===== config.mk =====
export PLATFORM = sky130hd
export DESIGN_NAME = key_sw_io
export DESIGN_NICKNAME = d
export VERILOG_FILES = /design/src/rtl/key_sw_io.sv
export SDC_FILE = /design/constraint.sdc
export NUM_CORES = 1
export LEC_CHECK = 0
export CAP_MARGIN = 25
export CORE_MARGIN = 2
export CORE_UTILIZATION = 53
export CTS_BUF_LIST = sky130_fd_sc_hd__clkbuf_16
export DETAILED_ROUTE_END_ITERATION = 7
export PLACE_DENSITY_LB_ADDON = 0.12
export SLEW_MARGIN = 40
export SYNTH_ARGS = -nofsm -noshare
export SYNTH_HDL_FRONTEND = slang
export SYNTH_SLANG_ARGS = --single-unit

===== constraint.sdc =====
create_clock -name clk -period 2.1 [get_ports clk]
set_input_delay 0.21 -clock clk [delete_from_list [all_inputs] [get_ports clk]]
set_output_delay 0.21 -clock clk [all_outputs]
set_load 0.005 [all_outputs]

===== src/rtl/key_sw_io.sv =====
// key_sw_io: memory-mapped push-button / slide-switch input controller.
// Raw KEY/SW pins are double-flop synchronized, debounced per bit, and
// exposed as data registers (KDATA/SDATA) plus control/status registers
// (KCTRL/SCTRL) carrying a ready flag (bit 0) and an overrun flag (bit 2).
// Bus handshake: there is no stall; rData/hit are combinational from addr
// in the same cycle, and a cycle with rdEn=1 (load) or wrEn=1 (store)
// commits its side effects on the following rising clock edge.
module key_sw_io #(
  parameter int                DBITS           = 32,
  parameter int                DEBOUNCE_CYCLES = 4,
  parameter int                CNT_BITS        = 20,
  parameter logic [DBITS-1:0]  ADDR_KDATA      = 32'hF0000010,
  parameter logic [DBITS-1:0]  ADDR_SDATA      = 32'hF0000014,
  parameter logic [DBITS-1:0]  ADDR_KCTRL      = 32'hF0000110,
  parameter logic [DBITS-1:0]  ADDR_SCTRL      = 32'hF0000114
) (
  input  logic             clk,
  input  logic             reset,
  input  logic [3:0]       KEY,
  input  logic [9:0]       SW,
  input  logic [DBITS-1:0] addr,
  input  logic             rdEn,
  input  logic             wrEn,
  input  logic [DBITS-1:0] wData,
  output logic [DBITS-1:0] rData,
  output logic             hit
);

  // Bits [3:0] are keys (idle high), bits [13:4] are switches (idle low).
  localparam int                NB       = 14;
  localparam logic [NB-1:0]     IDLE_VAL = 14'h000F;
  localparam logic [CNT_BITS-1:0] CNT_MAX = CNT_BITS'(DEBOUNCE_CYCLES - 1);

  logic [NB-1:0]       r_sync1;
  logic [NB-1:0]       r_sync2;
  logic [NB-1:0]       r_stable;
  logic [CNT_BITS-1:0] r_cnt [NB];
  logic [NB-1:0]       w_accept;

  logic r_k_rdy, r_k_ovr, r_s_rdy, r_s_ovr;
  logic w_key_chg, w_sw_chg;
  logic w_rd_kdata, w_rd_sdata, w_clr_kovr, w_clr_sovr;
  logic w_unused_wdata;

  // Two-flop synchronizer; reset to the idle level of each pin.
  always_ff @(posedge clk or negedge reset) begin
    if (!reset) begin
      r_sync1 <= IDLE_VAL;
      r_sync2 <= IDLE_VAL;
    end else begin
      r_sync1 <= {SW, KEY};
      r_sync2 <= r_sync1;
    end
  end

  // A bit is accepted on the DEBOUNCE_CYCLES-th consecutive mismatching cycle.
  always_comb begin
    w_accept = '0;
    for (int i = 0; i < NB; i++) begin
      w_accept[i] = (r_sync2[i] != r_stable[i]) && (r_cnt[i] == CNT_MAX);
    end
  end

  // Per-bit debounce counter and accepted (stable) value.
  always_ff @(posedge clk or negedge reset) begin
    if (!reset) begin
      r_stable <= IDLE_VAL;
      for (int i = 0; i < NB; i++) r_cnt[i] <= '0;
    end else begin
      for (int i = 0; i < NB; i++) begin
        if (r_sync2[i] == r_stable[i]) begin
          r_cnt[i] <= '0;
        end else if (w_accept[i]) begin
          r_stable[i] <= r_sync2[i];
          r_cnt[i]    <= '0;
        end else begin
          r_cnt[i] <= r_cnt[i] + 1'b1;
        end
      end
    end
  end

  assign w_key_chg  = |w_accept[3:0];
  assign w_sw_chg   = |w_accept[13:4];
  assign w_rd_kdata = rdEn && (addr == ADDR_KDATA);
  assign w_rd_sdata = rdEn && (addr == ADDR_SDATA);
  assign w_clr_kovr = wrEn && (addr == ADDR_KCTRL) && !wData[2];
  assign w_clr_sovr = wrEn && (addr == ADDR_SCTRL) && !wData[2];

  // Only wData[2] has meaning on this device.
  assign w_unused_wdata = ^{wData[DBITS-1:3], wData[1:0]};

  // Ready/overrun flags: a data read consumes the old value, so a change
  // coinciding with it is not an overrun; overrun set beats a clear.
  always_ff @(posedge clk or negedge reset) begin
    if (!reset) begin
      r_k_rdy <= 1'b0;
      r_k_ovr <= 1'b0;
      r_s_rdy <= 1'b0;
      r_s_ovr <= 1'b0;
    end else begin
      if (w_key_chg)       r_k_rdy <= 1'b1;
      else if (w_rd_kdata) r_k_rdy <= 1'b0;

      if (w_key_chg && r_k_rdy && !w_rd_kdata) r_k_ovr <= 1'b1;
      else if (w_clr_kovr)                     r_k_ovr <= 1'b0;

      if (w_sw_chg)        r_s_rdy <= 1'b1;
      else if (w_rd_sdata) r_s_rdy <= 1'b0;

      if (w_sw_chg && r_s_rdy && !w_rd_sdata) r_s_ovr <= 1'b1;
      else if (w_clr_sovr)                    r_s_ovr <= 1'b0;
    end
  end

  // Combinational read mux and address decode.
  always_comb begin
    rData = '0;
    hit   = 1'b0;
    if (addr == ADDR_KDATA) begin
      hit   = 1'b1;
      rData = {{(DBITS-4){1'b0}}, ~r_stable[3:0]};
    end else if (addr == ADDR_SDATA) begin
      hit   = 1'b1;
      rData = {{(DBITS-10){1'b0}}, r_stable[13:4]};
    end else if (addr == ADDR_KCTRL) begin
      hit   = 1'b1;
      rData = {{(DBITS-3){1'b0}}, r_k_ovr, 1'b0, r_k_rdy};
    end else if (addr == ADDR_SCTRL) begin
      hit   = 1'b1;
      rData = {{(DBITS-3){1'b0}}, r_s_ovr, 1'b0, r_s_rdy};
    end
  end

endmodule

; Word level (Yosys, flattened, before mapping)
; Index checks and enable logic that the tools add are counted.
[op_classes]
n_addsub = 14
reduce_logical = 47
n_eq_ne = 46
bitwise_logic = 15
mux = 44
[ops]
columns = cell, n
row1 = $mux W20, 28
row2 = $add A20 B1 Y20 const B, 14
row3 = $eq A20 B2 Y1 const B, 14
row4 = $eq A32 B32 Y1 const B, 4
row5 = $reduce_and A2 Y1, 14
row6 = $logic_and A1 B1 Y1, 24
row7 = $mux W10, 2
row8 = $eq A1 B1 Y1, 14
row9 = $ne A1 B1 Y1, 14
row10 = $not A1 Y1, 14
row11 = $mux W1, 12
row12 = $reduce_or A10 Y1, 1
row13 = $reduce_bool A2 Y1, 4
row14 = $mux W3, 2
row15 = $not A4 Y4, 1
row16 = $reduce_or A4 Y1, 1
row17 = $logic_not A1 Y1, 3
[word_totals]
wordCells = 200
in_bits = 82
out_inout_bits = 33
reg_bits = 326

; Depth between registers and ports, before layout
[depth]
word_depth = 6
mapped_depth = 8

; Worst setup path before layout
; OpenSTA, ideal clock, no wires.
[synth_timing]
path_kind = input-to-output
start = in addr[25]
end = out rData[4]
stages = 6
arrival_time_ns = 1.875
setup_slack_ns = 0.015
path_buffers = 2
path_cell_list = or4_1 or4_1 buf_2 or3_1 buf_2 nor2_1
[synth_between]
elab_chain_len = 3
elab_cells_between_ends = 4
cone_classes = 2 x eq/ne / 2 x mux
[synth_lines]
columns = element, line_no
row1 = "start, declared", 21  ; input logic [DBITS-1:0] addr,
row2 = $eq A32 B32 Y1, 123  ; end else if (addr == ADDR_SDATA) begin
row3 = $mux W10, 123
row4 = $mux W10 *, 120  ; if (addr == ADDR_KDATA) begin
row5 = "end, declared", 25  ; output logic [DBITS-1:0] rData,
; Every way passes the cells marked *; elsewhere a longest branch is shown, timed or not.

; Worst setup path after layout
[layout_timing]
start = in addr[3]
end = out rData[8]
; The elaborated chain is that of the path after synthesis.

==> impl_metrics.tcl <==
set metrics [dict create \
    synthFlopType "dfrtp_1" \
    clock-root-buffer "clkbuf_16" \
    path_class "primary input to output port" \
    rsz0062_at_grt "yes" \
    vias_per_cell 5.188 \
    grt_max_degree 67 \
    tightest_slew_ps 570.9 \
    vias 10910 \
    crit_path_start_kind "primary input" \
    grtUsageMet1_pct 28.35 \
    dr.pass1.iters 5 \
    synth_area_leaders "dfrtp_1 (51%), xor2_1 (8.8%), nor2_1 (8.6%)" \
    place_congestion 0.7928 \
    path_delay_family "simple AND/OR/NAND/NOR gates" \
    layout_commonest_cell "nor2_1" \
    cp-end-kind "output port" \
    portBuffers 61 \
    synth_cells 1566 \
    synth_edf_count 0 \
    finish.utilization_pct 62.97 \
    grt_util_met2_pct 31.87 \
    die_h_um 173.7 \
    period_share_pct 121.2 \
    setup_viol 13 \
    synth_warnings 0 \
    ir_worst_vdd_v 0.0005884 \
    grt_pass1_wl_mm 50.58 \
    fin_tns_setup_ps -3538 \
    syn_area_mm2 0.01526 \
    grt_pass1_vias 10590 \
    hold_path.class "primary input to flip-flop" \
    timing.final.ws_setup_ps -445.9 \
    worst_path_largest_cell_delay_ps 590 \
    synth_top_cell_by_area "dfrtp_1" \
    grt_usage_pct 19.89 \
    drc_errors 0 \
    antenna_left 0 \
    die-area_mm2 0.03016 \
    grt_overflow 0 \
    crit_slowest_cell "or4_4" \
    routed_wl_mm 29.32 \
    clock-sinks 326 \
    hold_violations 0 \
    clock_latency_ps 520 \
    num-nets-final 1786 \
    drt_iter0_markers 608 \
    path_cells "dlygate4sd2_1, or4_4, or4_4, or3_4, buf_6, nor2_4, buf_2" \
    cts_tree "built" \
    fin_skew_ps 12.11 \
    crit_fanout 3 \
    start_util_pct 53.45 \
    fin_crit_ps 2546 \
    synth.distinct_cells 36 \
    syn_to_final_growth_pct 17.81 \
    slew_viol_final 0 \
    htreeDepth 2 \
    antenna_found_initial 1 \
    wire_per_inst_um 13.94 \
    met3_usage_pct 3.377 \
    gr-max-usage-layer "met2" \
    worstPathBufferInverterCount 3 \
    n_fill_cell 2416 \
    drive_gt1_share_pct 10.54 \
    final_cell_mix "nor2_1 (343), dfrtp_1 (314), xor2_1 (154)" \
    cts_buffer_depth 3 \
    clk_pin_slew_ps 60 \
    status "complete, but fails checks" \
    synthesis.area_per_instance_um2 9.744 \
    violations "setup timing" \
    yosysSeqAreaShare_pct 53.56 \
    worstPathRequired_ps 1890 \
    die_w_um 173.7 \
    std_cell_rows 62 \
    path_common_cell "or4_4" \
    synth_top_area_share_pct 51.50 \
    hpwl_mm 19.88 \
    core_area_mm2 0.02855 \
    power_density_mw_per_mm2 909.2 \
    cp_data_arrival_time_ps 2340 \
    leakage_uw 0.007983 \
    maxCapViolations 0 \
    synthArstFlopShare_pct 100.0 \
    slew_headroom_pct 61.80 \
    cts_inserted_buffers 36 \
    timing.fmax_mhz 392.8 \
    pin_count 115 \
    ys_ff_latch 326 \
]
-- sequential cells by signal (all words and copies together), names as in the netlist --
name and flops:
r_cnt 280, r_stable 14, r_sync1 14, r_sync2 14, r_k_ovr 1, r_k_rdy 1, r_s_ovr 1, r_s_rdy 1
-- routing by layer --
metal	wire (um)	up-vias
met5	0	-
met4	620	0
met3	1035	52
met2	13380	143
met1	14280	5247
li1	-	5468
-- final timing paths --
path | depth (start not counted) | end | slack [ps] | startpoint
worst min-delay path | 1 | r_sync1[3] | 100 | KEY[3]
worst max-delay path | 7 | rData[8] | -450 | addr[3]
min in group asynchronous | 2 | r_cnt[115] | 260 | reset
worst min register to register | 0 | r_sync2[6] | 350 | r_sync1[6]
max in group asynchronous | 3 | r_sync2[3] | 1130 | reset
worst max register to register | 7 | r_s_ovr | 80 | r_cnt[160]
-- logic make-up (layout without fill, tap and decap cells) --
logic type	count (synthesis)	count (layout)	synth area share, %
buf+inv	91	222	2.796
mux	10	10	0.7216
fa+ha+maj	14	14	1.148
compound gates	50	50	1.788
simple gates	819	819	25.32
other cells	1	23	0.02458
flops	326	326	53.56
xor+xnor	255	255	14.64
-- where the power goes --
part | switching [uW] | leakage (uW) | internal [uW]
Combinational | 1740 | 0.00298 | 1030
Sequential | 438 | 0.00440 | 6780
Clock | 2520 | 0.000603 | 3830
Total | 4710 | 0.00798 | 11600
-- worst register-to-register path, stage by stage (launching register included) --
cell     delay, ps
dfrtp_1        380
ha_1           250
nor3b_1        160
nand4_1        110
nor2_1          80
or4_1          570
nor4_4         260
o21ai_1         90
-- cell usage after synthesis, types with 13 or more instances --
| cell type | count |
|---|---|
| a21oi_1 | 13 |
| and3_1 | 45 |
| and4_1 | 22 |
| buf_4 | 22 |
| clkbuf_1 | 32 |
| dfrtp_1 | 314 |
| ha_1 | 14 |
| inv_1 | 35 |
| nand2_1 | 126 |
| nand3_1 | 91 |
| nand4_1 | 42 |
| nor2_1 | 350 |
| nor3_1 | 30 |
| nor4_1 | 62 |
| o21ai_0 | 28 |
| xnor2_1 | 101 |
| xor2_1 | 154 |
-- metrics by stage --
step | hold slack [ps] | power (uW) | area (um^2) | cells | setup WS (ps)
floorplan | -85.59 | 9007 | 15340 | 1587 | 14.73
global placement | 218.3 | 9999 | 16610 | 2030 | -1215
detailed placement | 218.9 | 10070 | 16610 | 2030 | -1221
CTS | 75.09 | 16540 | 17930 | 2105 | -536.0
global route | 95.42 | 17260 | 17980 | 2103 | -514.1
finish | 97.85 | 16340 | 17980 | 2103 | -445.9
-- area by class of cell --
| class | count | area [um^2] | share of cell area, % |
|---|---|---|---|
| clock buffers | 37 | 925.9 | 5.151 |
| repair buffers | 121 | 1096 | 6.097 |
| clock inverters | 29 | 270.3 | 1.503 |
| multi-input cells | 1170 | 6897 | 38.37 |
| diodes | 1 | 2.502 | 0.01392 |
| well taps | 384 | 480.5 | 2.673 |
| flip-flops and latches | 326 | 8173 | 45.47 |
| inverters | 35 | 131.4 | 0.7308 |
-- repair_timing --
| item | CTS | global route |
|---|---|---|
| endpoints found under the setup margin | 15 | 15 |
| buffers inserted | 8 | 1 |
| cloned | 0 | 0 |
| pin swaps | 14 | 13 |
| hold buffers | 1 | 0 |
| endpoints found under the hold margin | 56 | 0 |
| resized for setup | 104 | 22 |
Note: power is estimated with default switching activity, not from simulation.
